$ cat config.mk
export PLATFORM = sky130hd
export DESIGN_NAME = usb_stream_packetizer_flat
export DESIGN_NICKNAME = d
export VERILOG_FILES = /design/src/rtl/usb_stream_packetizer_if.sv /design/src/rtl/usb_stream_packetizer.sv /design/src/flat_wrapper.sv
export SDC_FILE = /design/constraint.sdc
export NUM_CORES = 1
export LEC_CHECK = 0
export BUFFER_PORTS_ARGS = -buffer_cell sky130_fd_sc_hd__buf_4
export CORE_MARGIN = 8
export CORE_UTILIZATION = 50
export DETAILED_ROUTE_END_ITERATION = 16
export PLACE_DENSITY = 0.67
export SETUP_SLACK_MARGIN = 0.05
export SYNTH_ARGS = -nofsm -noshare
export SYNTH_HDL_FRONTEND = slang
export SYNTH_SLANG_ARGS = --single-unit
$ cat constraint.sdc
create_clock -name clk -period 8.1 [get_ports clk]
set_input_delay 1.62 -clock clk [delete_from_list [all_inputs] [get_ports clk]]
set_output_delay 1.62 -clock clk [all_outputs]
set_load 0.02 [all_outputs]
$ cat src/rtl/usb_stream_packetizer_if.sv
// rtl/usb_stream_packetizer_if.sv - sample capture and USB-UART link signals of the stream packetizer
interface usb_stream_packetizer_if #(
  parameter int NUM_CHANNELS = 2,
  parameter int SAMPLE_WIDTH = 12
);
  logic [NUM_CHANNELS*SAMPLE_WIDTH-1:0] sample_data;
  logic                                 sample_valid;
  logic                                 rx;
  logic                                 tx;
  logic                                 stream_en;
  logic                                 overflow;
  logic                                 rx_error;
  logic                                 busy;

  modport master (
    output sample_data, sample_valid, rx,
    input  tx, stream_en, overflow, rx_error, busy
  );

  modport slave (
    input  sample_data, sample_valid, rx,
    output tx, stream_en, overflow, rx_error, busy
  );
endinterface

$ cat src/rtl/usb_stream_packetizer.sv
// rtl/usb_stream_packetizer.sv - FIFO-buffered sample framer, 8N1 tx serialiser and rx command decoder
// Optional checksum byte per frame: define USB_STREAM_CHECKSUM_EN.
module usb_stream_packetizer #(
  parameter int NUM_CHANNELS = 2,
  parameter int SAMPLE_WIDTH = 12,
  parameter int FIFO_DEPTH   = 8,
  parameter int DIVIDER      = 4
) (
  input  logic                    clk,
  input  logic                    reset_n,
  usb_stream_packetizer_if.slave  bus
);
  localparam int SW    = SAMPLE_WIDTH;
  localparam int DW    = NUM_CHANNELS * SW;
  localparam int B     = (SW + 5) / 6;
  localparam int NDATA = NUM_CHANNELS * B;
`ifdef USB_STREAM_CHECKSUM_EN
  localparam int NBYTES = NDATA + 1;
`else
  localparam int NBYTES = NDATA;
`endif
  localparam int AW  = $clog2(FIFO_DEPTH);
  localparam int BIW = $clog2(NBYTES + 1);
  localparam int CW  = $clog2(DIVIDER);
  localparam logic [AW:0] PTR_ONE = 1;

  typedef enum logic [2:0] {TX_IDLE, TX_LOAD, TX_START, TX_DATA, TX_STOP} tx_state_t;
  typedef enum logic [1:0] {RX_IDLE, RX_START, RX_DATA, RX_STOP} rx_state_t;

  logic [DW-1:0] mem [FIFO_DEPTH];
  logic [AW:0]   wr_ptr, rd_ptr;
  logic          empty, full, push_req, push, pop, drop, flush;
  logic          stream_en_q, overflow_q, rx_error_q, cmd_valid;
  logic [DW-1:0] frame_q;

  tx_state_t     tx_state, tx_next;
  logic [CW-1:0] div_cnt;
  logic [2:0]    bit_idx;
  logic [BIW-1:0] byte_idx;
  logic          tick, last_byte, tx_d, tx_q;
  logic [6*B-1:0] ext;
  logic [5:0]    ck, payload;
  logic [7:0]    tx_byte;
`ifdef USB_STREAM_CHECKSUM_EN
  logic [5:0]    csum;
`endif

  rx_state_t     rx_state, rx_next;
  logic          rx_s1, rx_s2, rx_s3;
  logic [CW-1:0] rcnt;
  logic [2:0]    rbit;
  logic [7:0]    rshift;
  logic          rtick, half_tick, r_shift_en, r_done, r_err;

  assign bus.tx        = tx_q;
  assign bus.stream_en = stream_en_q;
  assign bus.overflow  = overflow_q;
  assign bus.rx_error  = rx_error_q;
  assign bus.busy      = (tx_state != TX_IDLE);

  // FIFO: a pop in the same cycle frees a slot for a push into a full FIFO
  assign empty    = (wr_ptr == rd_ptr);
  assign full     = (wr_ptr[AW] != rd_ptr[AW]) && (wr_ptr[AW-1:0] == rd_ptr[AW-1:0]);
  assign flush    = cmd_valid & rshift[1];
  assign push_req = bus.sample_valid & stream_en_q;
  assign push     = push_req & (~full | pop) & ~flush;
  assign drop     = push_req & full & ~pop;

  always_ff @(posedge clk) begin
    if (push) mem[wr_ptr[AW-1:0]] <= bus.sample_data;
  end

  always_ff @(posedge clk or negedge reset_n) begin
    if (!reset_n) begin
      wr_ptr     <= '0;
      rd_ptr     <= '0;
      overflow_q <= 1'b0;
    end else if (flush) begin
      wr_ptr     <= '0;
      rd_ptr     <= '0;
      overflow_q <= 1'b0;
    end else begin
      if (push) wr_ptr <= wr_ptr + PTR_ONE;
      if (pop)  rd_ptr <= rd_ptr + PTR_ONE;
      if (drop) overflow_q <= 1'b1;
    end
  end

  // The set is captured on pop so a flush or refill cannot disturb the frame in flight
  always_ff @(posedge clk or negedge reset_n) begin
    if (!reset_n)  frame_q <= '0;
    else if (pop)  frame_q <= mem[rd_ptr[AW-1:0]];
  end

  assign tick      = (div_cnt == CW'(DIVIDER - 1));
  assign last_byte = (byte_idx == BIW'(NBYTES - 1));

  always_comb begin
    tx_next = tx_state;
    pop     = 1'b0;
    case (tx_state)
      TX_IDLE:  if (!empty) begin pop = 1'b1; tx_next = TX_LOAD; end
      TX_LOAD:  tx_next = TX_START;
      TX_START: if (tick) tx_next = TX_DATA;
      TX_DATA:  if (tick && bit_idx == 3'd7) tx_next = TX_STOP;
      TX_STOP:  if (tick) tx_next = last_byte ? TX_IDLE : TX_START;
      default:  tx_next = TX_IDLE;
    endcase
  end

  always_ff @(posedge clk or negedge reset_n) begin
    if (!reset_n) begin
      tx_state <= TX_IDLE;
      div_cnt  <= '0;
      bit_idx  <= '0;
      byte_idx <= '0;
      tx_q     <= 1'b1;
    end else begin
      tx_state <= tx_next;
      tx_q     <= tx_d;
      if (tx_state == TX_IDLE || tx_state == TX_LOAD || tick) div_cnt <= '0;
      else                                                      div_cnt <= div_cnt + CW'(1);
      if (tx_state == TX_START)         bit_idx <= '0;
      else if (tx_state == TX_DATA && tick) bit_idx <= bit_idx + 3'd1;
      if (tx_state == TX_LOAD)          byte_idx <= '0;
      else if (tx_state == TX_STOP && tick) byte_idx <= byte_idx + BIW'(1);
    end
  end

  // Byte k of the frame: channel (N-1 - k/B), chunk (B-1 - k%B) of the zero-extended sample
  always_comb begin
    ext     = '0;
    ck      = '0;
    payload = '0;
`ifdef USB_STREAM_CHECKSUM_EN
    csum    = '0;
`endif
    for (int i = 0; i < NDATA; i++) begin
      ext          = '0;
      ext[SW-1:0]  = frame_q[(NUM_CHANNELS-1-i/B)*SW +: SW];
      ck           = ext[(B-1-i%B)*6 +: 6];
`ifdef USB_STREAM_CHECKSUM_EN
      csum         = csum ^ ck;
`endif
      if (byte_idx == BIW'(i)) payload = ck;
    end
`ifdef USB_STREAM_CHECKSUM_EN
    if (byte_idx == BIW'(NDATA)) payload = csum;
`endif
  end

  assign tx_byte = {byte_idx != '0, ~^payload, payload};

  always_comb begin
    tx_d = 1'b1;
    case (tx_state)
      TX_START: tx_d = 1'b0;
      TX_DATA:  tx_d = tx_byte[bit_idx];
      default:  tx_d = 1'b1;
    endcase
  end

  assign rtick     = (rcnt == CW'(DIVIDER - 1));
  assign half_tick = (rcnt == CW'(DIVIDER/2 - 1));

  always_comb begin
    rx_next    = rx_state;
    r_shift_en = 1'b0;
    r_done     = 1'b0;
    r_err      = 1'b0;
    case (rx_state)
      RX_IDLE:  if (!rx_s2 && rx_s3) rx_next = RX_START;
      RX_START: if (half_tick) rx_next = rx_s2 ? RX_IDLE : RX_DATA;
      RX_DATA:  if (rtick) begin
                  r_shift_en = 1'b1;
                  if (rbit == 3'd7) rx_next = RX_STOP;
                end
      RX_STOP:  if (rtick) begin
                  rx_next = RX_IDLE;
                  r_done  = rx_s2;
                  r_err   = ~rx_s2;
                end
      default:  rx_next = RX_IDLE;
    endcase
  end

  always_ff @(posedge clk or negedge reset_n) begin
    if (!reset_n) begin
      rx_s1       <= 1'b1;
      rx_s2       <= 1'b1;
      rx_s3       <= 1'b1;
      rx_state    <= RX_IDLE;
      rcnt        <= '0;
      rbit        <= '0;
      rshift      <= '0;
      cmd_valid   <= 1'b0;
      rx_error_q  <= 1'b0;
      stream_en_q <= 1'b0;
    end else begin
      rx_s1      <= bus.rx;
      rx_s2      <= rx_s1;
      rx_s3      <= rx_s2;
      rx_state   <= rx_next;
      cmd_valid  <= r_done;
      rx_error_q <= r_err;
      if (rx_state == RX_IDLE || rx_next != rx_state || rtick) rcnt <= '0;
      else                                                      rcnt <= rcnt + CW'(1);
      if (rx_state != RX_DATA) rbit <= '0;
      else if (r_shift_en)     rbit <= rbit + 3'd1;
      if (r_shift_en) rshift <= {rx_s2, rshift[7:1]};
      if (cmd_valid)  stream_en_q <= rshift[0];
    end
  end
endmodule
$ cat src/flat_wrapper.sv
// flat-port wrapper written by rule: the top's interface ports become plain ports
module usb_stream_packetizer_flat 
#(
  parameter int NUM_CHANNELS = 2,
  parameter int SAMPLE_WIDTH = 12,
  parameter int FIFO_DEPTH   = 8,
  parameter int DIVIDER      = 4
)
  (clk, reset_n, bus_sample_data, bus_sample_valid, bus_rx, bus_tx, bus_stream_en, bus_overflow, bus_rx_error, bus_busy);
  usb_stream_packetizer_if #(.NUM_CHANNELS(NUM_CHANNELS), .SAMPLE_WIDTH(SAMPLE_WIDTH)) bus_i ();
  input  logic clk;
  input  logic reset_n;
  input wire logic [$bits(bus_i.sample_data)-1:0] bus_sample_data;
  input wire logic [$bits(bus_i.sample_valid)-1:0] bus_sample_valid;
  input wire logic [$bits(bus_i.rx)-1:0] bus_rx;
  output wire logic [$bits(bus_i.tx)-1:0] bus_tx;
  output wire logic [$bits(bus_i.stream_en)-1:0] bus_stream_en;
  output wire logic [$bits(bus_i.overflow)-1:0] bus_overflow;
  output wire logic [$bits(bus_i.rx_error)-1:0] bus_rx_error;
  output wire logic [$bits(bus_i.busy)-1:0] bus_busy;
  assign bus_i.sample_data = bus_sample_data;
  assign bus_i.sample_valid = bus_sample_valid;
  assign bus_i.rx = bus_rx;
  assign bus_tx = bus_i.tx;
  assign bus_stream_en = bus_i.stream_en;
  assign bus_overflow = bus_i.overflow;
  assign bus_rx_error = bus_i.rx_error;
  assign bus_busy = bus_i.busy;
  usb_stream_packetizer #(.NUM_CHANNELS(NUM_CHANNELS), .SAMPLE_WIDTH(SAMPLE_WIDTH), .FIFO_DEPTH(FIFO_DEPTH), .DIVIDER(DIVIDER)) u_core (.clk(clk), .reset_n(reset_n), .bus(bus_i));
endmodule
* Word-level counts from Yosys, hierarchy flattened
Memories as Yosys holds them, arrays and structs flattened. A register that Yosys moved wholly into a read port is not among the register bits.
Cells that the tools add are included.
** Cells by class
- Add/subtract/negate cells :: 7
- Multipliers :: 0
- Divide/modulo/power cells :: 0
- Magnitude comparators :: 1
- Equality and inequality tests :: 24
- Shifts and indexed selects :: 0
- Multiplexer cells :: 44
- Bitwise logic cells :: 11
- Reduce and logical (&&, ||, !) cells :: 24
** Operators with widths (number)
- 2-to-1 mux 3 bit :: 10
- 2-to-1 mux 6 bit :: 4
- 2-to-1 mux 2 bit :: 9
- 2-to-1 mux 4 bit :: 4
- one-hot mux 3 bit (5 select lines) :: 1
- 2-to-1 mux 1 bit :: 13
- equality test 3 x 2 -> 1 bit (second input constant) :: 4
- nonzero test 2 bit :: 6
- adder 3 x 1 -> 3 bit (second input constant) :: 3
- equality test 3 bit (second input constant) :: 3
- adder 4 x 1 -> 4 bit (second input constant) :: 2
- equality test 2 bit (second input constant) :: 4
- one-hot mux 2 bit (4 select lines) :: 1
- bitwise AND 1 bit :: 6
- equality test 3 x 1 -> 1 bit (second input constant) :: 2
- zero test 3 bit :: 2
- != test 2 x 1 -> 1 bit (second input constant) :: 3
- nonzero test 3 bit :: 2
- XNOR reduction 6 bit :: 1
- logical AND 1 bit :: 5
- adder 2 x 1 -> 2 bit (second input constant) :: 2
- equality test 2 x 1 -> 1 bit (second input constant) :: 2
- equality test 4 bit :: 1
- logical OR 1 bit :: 4
- 12 further kinds :: 17
** Word-level totals
- Register bits :: 42
- Latch bits :: 0
- Memory bits (writable) :: 192
- Memory bits (read-only) :: 0
- Input port bits :: 28
- Output and inout bits :: 5
- Memories :: 1
** Memory list
- u_core.mem :: depth 8, width 24, read ports 1, clocked after Yosys merged registers in 1, wr ports 1, line usb_stream_packetizer.sv:30 : logic [DW-1:0] mem [FIFO_DEPTH];

* Depth between registers and ports, before layout
Gate-level depths: netlist of run 1.
- Depth after elaboration :: 9
- Mapped depth :: 10

* Least setup slack after synthesis of run 1
Ideal clock, no wire load.
- Path type :: in2reg
- From :: input bus_sample_valid
- To :: memory u_core.mem[0][0] (netlist name) (enable)
- Library setup time :: 435 ps
- Arrival time :: 3825 ps
- Required time :: 7665 ps
- Slack :: 3840 ps
- Cell stages on the path :: 3
- Path buffers :: 0
- Cells stage by stage :: nand2_1 -> or4_1 -> nor3_1
** Between the ends
- Longest elaborated chain between the ends :: 5
** Ends and longest elaborated chain
- start, declared :: line flat_wrapper.sv:14 : input wire logic [$bits(bus_i.sample_valid)-1:0] bus_sample_valid;
- bitwise AND 1 bit :: line usb_stream_packetizer.sv:65 : assign push_req = bus.sample_valid & stream_en_q;
- bitwise AND 1 bit (2 in series) :: line usb_stream_packetizer.sv:66 : assign push = push_req & (~full | pop) & ~flush;
- 2-to-1 mux 1 bit :: line usb_stream_packetizer.sv:70 : if (push) mem[wr_ptr[AW-1:0]] <= bus.sample_data;
- 2-to-1 mux 1 bit (not written as such) :: line usb_stream_packetizer.sv:70
- end, declared :: line usb_stream_packetizer.sv:30
No other way between the ends.

* Worst setup path after layout of run 1
- From :: register u_core.tx_state[0]
- To :: output bus_busy
** Between the ends
- Longest elaborated chain between the ends :: 1
** Ends and longest elaborated chain
- start, declared :: line usb_stream_packetizer.sv:36 : tx_state_t tx_state, tx_next;
- start signal, assigned :: line usb_stream_packetizer.sv:119 : tx_state <= tx_next;
- nonzero test 3 bit :: line usb_stream_packetizer.sv:59 : assign bus.busy = (tx_state != TX_IDLE);
- end, declared :: line flat_wrapper.sv:20 : output wire logic [$bits(bus_i.busy)-1:0] bus_busy;
No other way between the ends.

==> results of run 1 <==
==> final cells by class <==
type                            instances  area [sq um]  area share
Multi-Input combinational cell        300          2830       0.240
Tap cell                              275           344      0.0292
Sequential cell                       258          7430       0.629
Clock inverter                         15           108     0.00912
Timing Repair Buffer                   43           323      0.0274
Clock buffer                           34           732      0.0620
Inverter                               10          37.5     0.00318
==> metal layers <==
layer | vias up | track usage | share of wire
met5 | - | 0 | 0
met4 | 0 | 0.0404 | 0.021
met3 | 29 | 0.0235 | 0.038
met2 | 98 | 0.251 | 0.50
met1 | 2621 | 0.191 | 0.44
li1 | 2396 | - | -
==> stage by stage <==
step | area [sq um] | utilization | setup WS (ps) | std cells
after floorplan | 10400 | - | 3840 | 602
after global placement | 11000 | 0.528 | 4860 | 886
after detailed placement | 11000 | 0.528 | 4740 | 886
after CTS | 11800 | 0.568 | 4800 | 935
after global routing | 11800 | 0.568 | 4740 | 935
final | 11800 | 0.568 | 4820 | 935
==> flip-flops by register name (all words and copies together) (netlist names), 2 cells and up <==
name and cells:
u_core.mem 192, u_core.frame_q 24, u_core.rshift 8, u_core.rd_ptr 4, u_core.wr_ptr 4, u_core.bit_idx 3
u_core.byte_idx 3, u_core.rbit 3, u_core.tx_state 3, u_core.div_cnt 2, u_core.rcnt 2, u_core.rx_state 2
==> cell usage in the layout (no fill, tap or decap), drive strengths merged, types with 6 or more instances in the layout <==
cell	netlist	layout
edfxtp	192	192
dfrtp	62	62
mux4	49	49
buf	17	43
nand2	39	39
o21ai	38	38
nor2	34	34
clkbuf	17	34
mux2i	32	32
ha	14	14
mux2	11	11
inv	10	11
a21oi	10	10
clkinv	0	10
nand2b	8	8
xnor2	8	8
a31oi	6	6
==> worst reg2reg max path: cells and delay by family, from the launching register on <==
family,cells,cell delay (ps)
flip-flops,1,1100
XOR/XNOR,1,130
AND/OR/NAND/NOR,5,1030
buffers and inverters,1,390
==> cell families after synthesis <==
family,Yosys count,share of synthesized area
compound gates,72,0.0426
simple gates,108,0.0478
fa+ha+maj,14,0.0168
flops,258,0.711
buf+inv,44,0.0205
mux,92,0.148
xor+xnor,14,0.0131
==> worst min-delay path by stage <==
stage | start | endpoint | cells past startpoint
finish | u_core.rx_s1 | u_core.rx_s2 | 0
global route | u_core.rx_s1 | u_core.rx_s2 | 0
CTS | u_core.rx_s1 | u_core.rx_s2 | 0
detailed placement | u_core.rx_s1 | u_core.rx_s2 | 0
global placement | u_core.rx_s1 | u_core.rx_s2 | 0
floorplan | u_core.rx_s1 | u_core.rx_s2 | 0
==> power groups by stage <==
stage	Clock, uW	Combinational, uW	Sequential [uW]
floorplan	0	81.7	1490
global placement	0	108	1500
detailed placement	0	116	1500
CTS	1180	117	1470
global route	1230	129	1480
finish	1150	114	1470
==> impl_metrics.csv, run 1 <==
group,metric,value,unit
critical_path,cp.arrival,1660,ps
synthesis,synth.most_common_cell,"edfxtp_1",
run,max_cap_violations,0,
run_status,outcome,"completed",
global_routing,antenna_found_initial,0,
clocking,htree_levels,1,
critical_path,path_buf_inv,1,
clocking,cts_sinks,258,
sta,hold_viol_final,0,
routing,wl_per_cell,20.0,microns
layout,filler_cell_count,1551,
layout,diodes,0,
routing,ant_nets,0,
sta,final-setup-viol-count,0,
sta,maxSlewViolCount,0,
routing,wl,18700,microns
synthesis,yosys.area.top_type,"edfxtp_1",
synthesis,yosys.cell_types.count,43,
routing,route.detailed.drc,0,
synthesis,synth_top_area_share,0.552,
synthesis,synthFlopType,"edfxtp_1",
synthesis,synth_seq_cells,258,
floorplan,design.core.area,0.0208,sq mm
sta,rsz0062_at_grt,"no",
critical_path,max_stage_delay,520,ps
critical_path,r2r-start,"u_core.rd_ptr[0]",
critical_path,worstSetupStartpoint,"u_core.tx_state[0]",
clocking,clk_latency,530,ps
critical_path,r2r_cells,7,
synthesis,synth_nets,644,
sta,fin_tns_setup,0,ps
floorplan,num_rows,53,
routing,vias,5144,
routing,first_pass_iters,6,
clocking,cts_made_buffers,27,
power_and_ir_drop,swShare,0.209,
global_routing,overflow,0,
power_and_ir_drop,p_leak,0.00409,uW
sta,timing.fmax,0.305,GHz
power_and_ir_drop,power,2740,uW
routing,drt-vias-per-instance,5.50,
min_path,hp-class,"flop to flop",
power_and_ir_drop,power_frac_clock,0.421,
floorplan,ios,33,
global_routing,grt_use_total,0.147,
power_and_ir_drop,p_seq_frac,0.537,
synthesis,synth_seq_area_share,0.711,
critical_path,crit_slowest_cell,"dfrtp_1",
global_routing,grt_start_max_net_pins,67,
critical_path,timing.rr.end,"u_core.mem[1][18]",
synthesis,synthTopCellsByCount,"edfxtp_1, dfrtp_1, mux4_2, nand2_1, o21ai_0",
critical_path,path_delay_family,"flip-flops",
critical_path,required,6480,ps
synthesis,synth_edf_count,192,
synthesis,synthTopCellsByArea,"edfxtp_1, dfrtp_1, mux4_2",
power_and_ir_drop,power.switching,574,uW
critical_path,crit_end,"bus_busy",
synthesis,syn_inst,602,
sta,skew,12.2,ps
clocking,post_cts.repair.setup_buffers,0,
layout,area_delta_synth_final,13.0,%
sta,hold_ws,369,ps
clocking,cts.repair.resized,0,
clocking,cts_hold_buffers,0,
critical_path,worstPathCellList,"or3_4, buf_4",
critical_path,path_max_fanout,13,
floorplan,start_util,0.503,
synthesis,netlist_area,0.0104,sq mm
critical_path,worstSetupEndpointType,"primary output",
placement,routabilityCongestion,0.735,
sta,post-route-period-util,0.404,
synthesis,async_reset_ff_frac,0.256,
placement,dp_hpwl,11500,microns
routing,drtIter0Drc,303,
critical_path,rrSetupSlack,5090,ps
floorplan,fp.dieH,160,microns
synthesis,syn_avg_cell_area,17.3,sq um
critical_path,critical_path.startpoint_type,"flop",
layout,layout.nets,682,
layout,drive_gt1_frac,0.247,
clocking,clk_path_buf_depth,3,
sta,fin_crit,3280,ps
clocking,clk_pin_slew,60,ps
critical_path,path_depth,2,
synthesis,yosys_warnings,0,
power_and_ir_drop,internal-power,2170,uW
floorplan,die_x,160,microns
clocking,cts_root_buf,"clkbuf_16",
sta,slew_headroom,0.307,
power_and_ir_drop,powerDensity,232,mW/mm^2
clocking,tritoncts,"yes",
floorplan,die_area,0.0258,sq mm
placement,numPortBuffers,32,
sta,worst_pin_slew,1040,ps
power_and_ir_drop,peakVddDrop,177,uV
power_and_ir_drop,p_comb_frac,0.042,
global_routing,grt_pass1_vias,5560,
critical_path,worstSetupPathType,"flop to primary output",
global_routing,grt_first_pass_wirelength,30100,microns
No activity file was read; power rests on OpenSTA's default activity.
==> inputs of run 2 (changes only) <==
- clock period: 8.1 -> 3.13 ns (I/O delays scaled with it)
==> run 2 against run 1 <==
Effect of this change:
- final area is 0.13% higher
- register-to-register slack worse by 4600 ps
- non-clock buffer count rose by 5
- wire length down 0.29%
- hold slack got worse by 170 ps
- clock power grew 150%
- setup slack worse by 4300 ps
- sequential share of layout area down 0.080 points
- critical path type is now flop to flop
- largest power group unchanged
- highest routed layer unchanged
==> impl_metrics.csv, run 2 (synthesized netlist as in run 1, its figures left out) <==
group,metric,value,unit
critical_path,r2r_cells,7,
floorplan,design.core.area,0.0208,sq mm
sta,fin_crit,2640,ps
layout,layout.nets,686,
critical_path,path_max_fanout,24,
critical_path,crit_top_cell,"nor2_1",
critical_path,worstSetupEndpointType,"flop",
layout,largest_register_ffs,192,
placement,routabilityCongestion,0.806,
critical_path,worstSetupPathType,"flop to flop",
critical_path,cp.arrival,2830,ps
clocking,cts_sinks,258,
power_and_ir_drop,power.switching,1460,uW
routing,ant_nets,0,
clocking,cts_made_buffers,26,
run_status,outcome,"completed",
placement,dp_hpwl,11700,microns
layout,final_cell_mix,"edfxtp_1, dfrtp_1, mux4_2, buf_4, nand2_1",
critical_path,path_depth,7,
clocking,cts.repair.resized,0,
placement,numPortBuffers,32,
critical_path,worstPathCellList,"or3_4, nand2_1, nor2_1, nor2_1, nand3b_1, nor3_4, buf_4",
clocking,clk_latency,540,ps
routing,route.detailed.drc,0,
layout,drive_gt1_frac,0.245,
power_and_ir_drop,swShare,0.210,
layout,area_delta_synth_final,13.2,%
sta,slew_headroom,0.340,
sta,hold_ws,202,ps
routing,vias,5168,
layout,diodes,0,
min_path,hp-class,"input port to async pin",
clocking,htree_levels,1,
clocking,cts_root_buf,"clkbuf_16",
power_and_ir_drop,p_leak,0.00407,uW
power_and_ir_drop,internal-power,5490,uW
floorplan,num_rows,53,
clocking,clk_path_buf_depth,3,
sta,final-setup-viol-count,0,
sta,rsz0062_at_grt,"no",
routing,drtIter0Drc,332,
floorplan,start_util,0.503,
critical_path,r2r-start,"u_core.tx_state[0]",
power_and_ir_drop,powerDensity,588,mW/mm^2
sta,fin_tns_setup,0,ps
critical_path,path_delay_family,"simple AND/OR/NAND/NOR gates",
global_routing,grt_pass1_vias,5517,
critical_path,path_buf_inv,1,
power_and_ir_drop,peakVddDrop,635,uV
critical_path,max_stage_delay,510,ps
routing,first_pass_iters,4,
global_routing,antenna_found_initial,0,
critical_path,crit_slowest_cell,"dfrtp_1",
clocking,cts_hold_buffers,0,
sta,timing.fmax,0.379,GHz
sta,skew,18.2,ps
critical_path,rrSetupSlack,490,ps
clocking,tritoncts,"yes",
critical_path,required,3320,ps
floorplan,die_x,160,microns
sta,maxSlewViolCount,0,
power_and_ir_drop,p_seq_frac,0.547,
sta,worst_pin_slew,990,ps
global_routing,grt_start_max_net_pins,67,
critical_path,critical_path.startpoint_type,"flop",
routing,wl,18600,microns
global_routing,overflow,0,
global_routing,grt_use_total,0.147,
sta,post-route-period-util,0.843,
clocking,post_cts.repair.setup_buffers,0,
layout,filler_cell_count,1582,
critical_path,timing.rr.end,"u_core.mem[1][2]",
floorplan,ios,33,
global_routing,grt_first_pass_wirelength,30100,microns
run,max_cap_violations,0,
power_and_ir_drop,power_frac_clock,0.409,
clocking,clk_pin_slew,60,ps
routing,drt-vias-per-instance,5.53,
floorplan,die_area,0.0258,sq mm
routing,wl_per_cell,19.9,microns
layout,final_common_cell,"edfxtp_1",
floorplan,fp.dieH,160,microns
power_and_ir_drop,p_comb_frac,0.044,
sta,hold_viol_final,0,
-- run 2: cell types whose count changed in the layout (fill, tap and decap cells not counted), moves of 2 or more --
cell,before,now
nor3_2,2,0
clkbuf_8,3,0
clkinv_2,7,4
nor3_4,0,2
buf_4,43,47
-- run 2: how the worst max path moves through the flow --
stage / end / start / slack [ps]
2_1_floorplan: u_core.mem[4][0] / u_core.tx_state[1] / 90
3_3_place_gp: u_core.mem[0][5] / u_core.tx_state[0] / 560
3_5_place_dp: u_core.mem[1][6] / u_core.tx_state[0] / 490
4_1_cts: u_core.mem[1][2] / u_core.tx_state[0] / 480
5_1_grt: u_core.mem[1][2] / u_core.tx_state[0] / 340
6_report: u_core.mem[1][2] / u_core.tx_state[0] / 490
-- run 2: power by group through the flow --
stage | Sequential, uW | Clock [uW] | Combinational [uW]
2_1_floorplan | 3840 | 0 | 211
3_3_place_gp | 3870 | 0 | 291
3_5_place_dp | 3870 | 0 | 312
4_1_cts | 3800 | 2910 | 313
5_1_grt | 3810 | 3040 | 347
6_report | 3800 | 2850 | 305
-- run 2: final cells by class --
class / instances / area (sq um) / share of cell area
Sequential cell: 258 / 7430 / 0.629
Multi-Input combinational cell: 300 / 2840 / 0.240
Clock buffer: 30 / 666 / 0.0563
Timing Repair Buffer: 48 / 373 / 0.0316
Tap cell: 275 / 344 / 0.0291
Clock inverter: 14 / 126 / 0.0107
Inverter: 10 / 37.5 / 0.00318
-- run 2: worst reg2reg max path, delay by kind of cell, from the launching register on --
family / cells / cell delay (ps)
buffers and inverters: 1 / 370
AND/OR/NAND/NOR: 6 / 1410
flip-flops: 1 / 510
-- run 2: metal layers --
| layer | wire length [microns] | track usage |
|---|---|---|
| met5 | 0 | 0 |
| met4 | 393 | 0.0408 |
| met3 | 903 | 0.0259 |
| met2 | 9200 | 0.242 |
| met1 | 8120 | 0.198 |
-- run 2: per-stage QoR --
step	instances	area, sq um	worst slack, ps	utilization	total power, uW
after floorplan	602	10400	86.5	-	4060
after global placement	891	11000	565	0.531	4160
after detailed placement	891	11000	486	0.531	4180
after CTS	935	11800	480	0.569	7030
after global routing	935	11800	341	0.569	7200
final	935	11800	490	0.569	6950
==> inputs of run 3 (changes only) <==
- PLACE_DENSITY: 0.67 -> 0.7
- clock period: 3.13 -> 2.3 ns (I/O delays scaled with it)
==> run 3 against run 2 <==
Effect of this change:
- global-route usage increased by 0.44 points
- final area up 3.4%
- clock power increased by 56%
- critical path type unchanged
- register-to-register slack got worse by 420 ps
- final cell count grew 1.4%
- largest power group unchanged
- largest cell class unchanged
==> impl_metrics.csv, run 3 (synthesized netlist as in run 1, its figures left out) <==
group,metric,value,unit
global_routing,grt_pass1_vias,5749,
routing,route.detailed.drc,0,
clocking,cts_root_buf,"clkbuf_16",
clocking,clk_pin_slew,60,ps
sta,fin_tns_setup,0,ps
routing,ant_nets,0,
clocking,cts_made_buffers,27,
run,max_cap_violations,0,
layout,diodes,0,
sta,rsz0062_at_grt,"yes",
sta,skew,21.4,ps
power_and_ir_drop,powerDensity,823,mW/mm^2
sta,timing.fmax,0.449,GHz
clocking,htree_levels,1,
global_routing,grt_use_total,0.151,
run_status,outcome,"completed",
placement,routabilityCongestion,0.904,
floorplan,start_util,0.503,
critical_path,cp.arrival,2450,ps
critical_path,worstPathCellList,"or3_4, nand2_2, nor2_2, or4_4, nor3_4, buf_12",
routing,wl_per_cell,20.3,microns
placement,pre_cts_ws,-9.90,ps
layout,utilization,0.588,
sta,hold_ws,18.5,ps
routing,drt-vias-per-instance,5.63,
critical_path,path_max_fanout,24,
global_routing,overflow,0,
routing,vias,5337,
sta,fin_ws,71.4,ps
critical_path,r2r-start,"u_core.tx_state[0]",
layout,drive_gt1_frac,0.272,
power_and_ir_drop,p_leak,0.00421,uW
global_routing,grt_start_max_net_pins,67,
sta,final-setup-viol-count,0,
clocking,clk_path_buf_depth,3,
clocking,cts_sinks,258,
min_path,hp-class,"input port to async pin",
floorplan,num_rows,53,
global_routing,grt_first_pass_wirelength,31100,microns
floorplan,design.core.area,0.0208,sq mm
floorplan,fp.dieH,160,microns
critical_path,max_stage_delay,570,ps
floorplan,die_area,0.0258,sq mm
layout,area_delta_synth_final,17.0,%
critical_path,required,2520,ps
floorplan,die_x,160,microns
critical_path,worstSetupPathType,"flop to flop",
sta,hold_viol_final,0,
critical_path,worstSetupEndpointType,"flop",
routing,wl,19300,microns
power_and_ir_drop,peakVddDrop,701,uV
global_routing,met1_usage,0.193,
critical_path,worstSetupStartpoint,"u_core.tx_state[0]",
clocking,tritoncts,"yes",
clocking,cts_hold_buffers,0,
layout,final_common_cell,"edfxtp_1",
global_routing,use_met2,0.258,
layout,largest_register_ffs,192,
sta,slew_headroom,0.452,
placement,dp_hpwl,11400,microns
sta,post-route-period-util,0.969,
routing,first_pass_iters,5,
power_and_ir_drop,power,10100,uW
sta,worst_pin_slew,822,ps
routing,drtIter0Drc,342,
global_routing,antenna_found_initial,0,
layout,final_cell_mix,"edfxtp_1, dfrtp_1, mux4_2, buf_4, nand2_1",
placement,numPortBuffers,32,
floorplan,ios,33,
critical_path,crit_slowest_cell,"or4_4",
global_routing,met3_usage,0.0243,
layout,layout.nets,694,
global_routing,top_usage_layer,"met2",
critical_path,critical_path.startpoint_type,"flop",
clocking,clk_latency,550,ps
sta,maxSlewViolCount,0,
sta,fin_crit,2230,ps
-- run 3: area by class of cell --
cell class                 count  area [sq um]
clock buffer                  34           702
clock inverter                16           219
fill                        1489          8540
inverter                      10          37.5
multi-input combinational    300          2930
sequential                   258          7430
tap                          275           344
timing repair buffer          55           551
-- run 3: metal layers --
layer | up-vias | routed length [microns]
met4 | 0 | 626
met2 | 132 | 9690
met5 | - | 0
met3 | 40 | 823
li1 | 2430 | -
met1 | 2735 | 8130
-- run 3: worst paths after layout --
check                                           to  slack, ps  depth (start not counted)
worst max-delay path             u_core.mem[0][18]         70                          6
worst min-delay path            u_core.frame_q[14]         20                          1
worst max register to register   u_core.mem[0][18]         70                          6
worst min register to register        u_core.rx_s2        360                          0
max in group asynchronous         u_core.rd_ptr[0]       1640                          1
min in group clk                      u_core.rx_s1         40                          1
-- run 3: where the power goes --
group	internal [uW]	leakage, uW	switching (uW)
Combinational	193	0.00115	237
Sequential	5090	0.00262	74.9
Clock	2730	0.000443	1720
Total	8020	0.00421	2030
-- run 3: stage by stage --
stage	cells	instance area [sq um]
after floorplan	602	10500
after global placement	898	11200
after detailed placement	898	11200
after CTS	948	12200
after global routing	948	12200
final	948	12200
-- run 3: worst max-delay path, delay by kind of cell (launching register included) --
family,cells,cell delay [ps]
flip-flops,1,370
buffers and inverters,1,220
AND/OR/NAND/NOR,5,1330
-- run 3: repair_timing --
item	4_1_cts	5_1_grt
endpoints found under the hold margin	0	0
pin swaps	0	1
buffers inserted	0	0
setup endpoints to repair	1	25
gates resized for setup	2	11
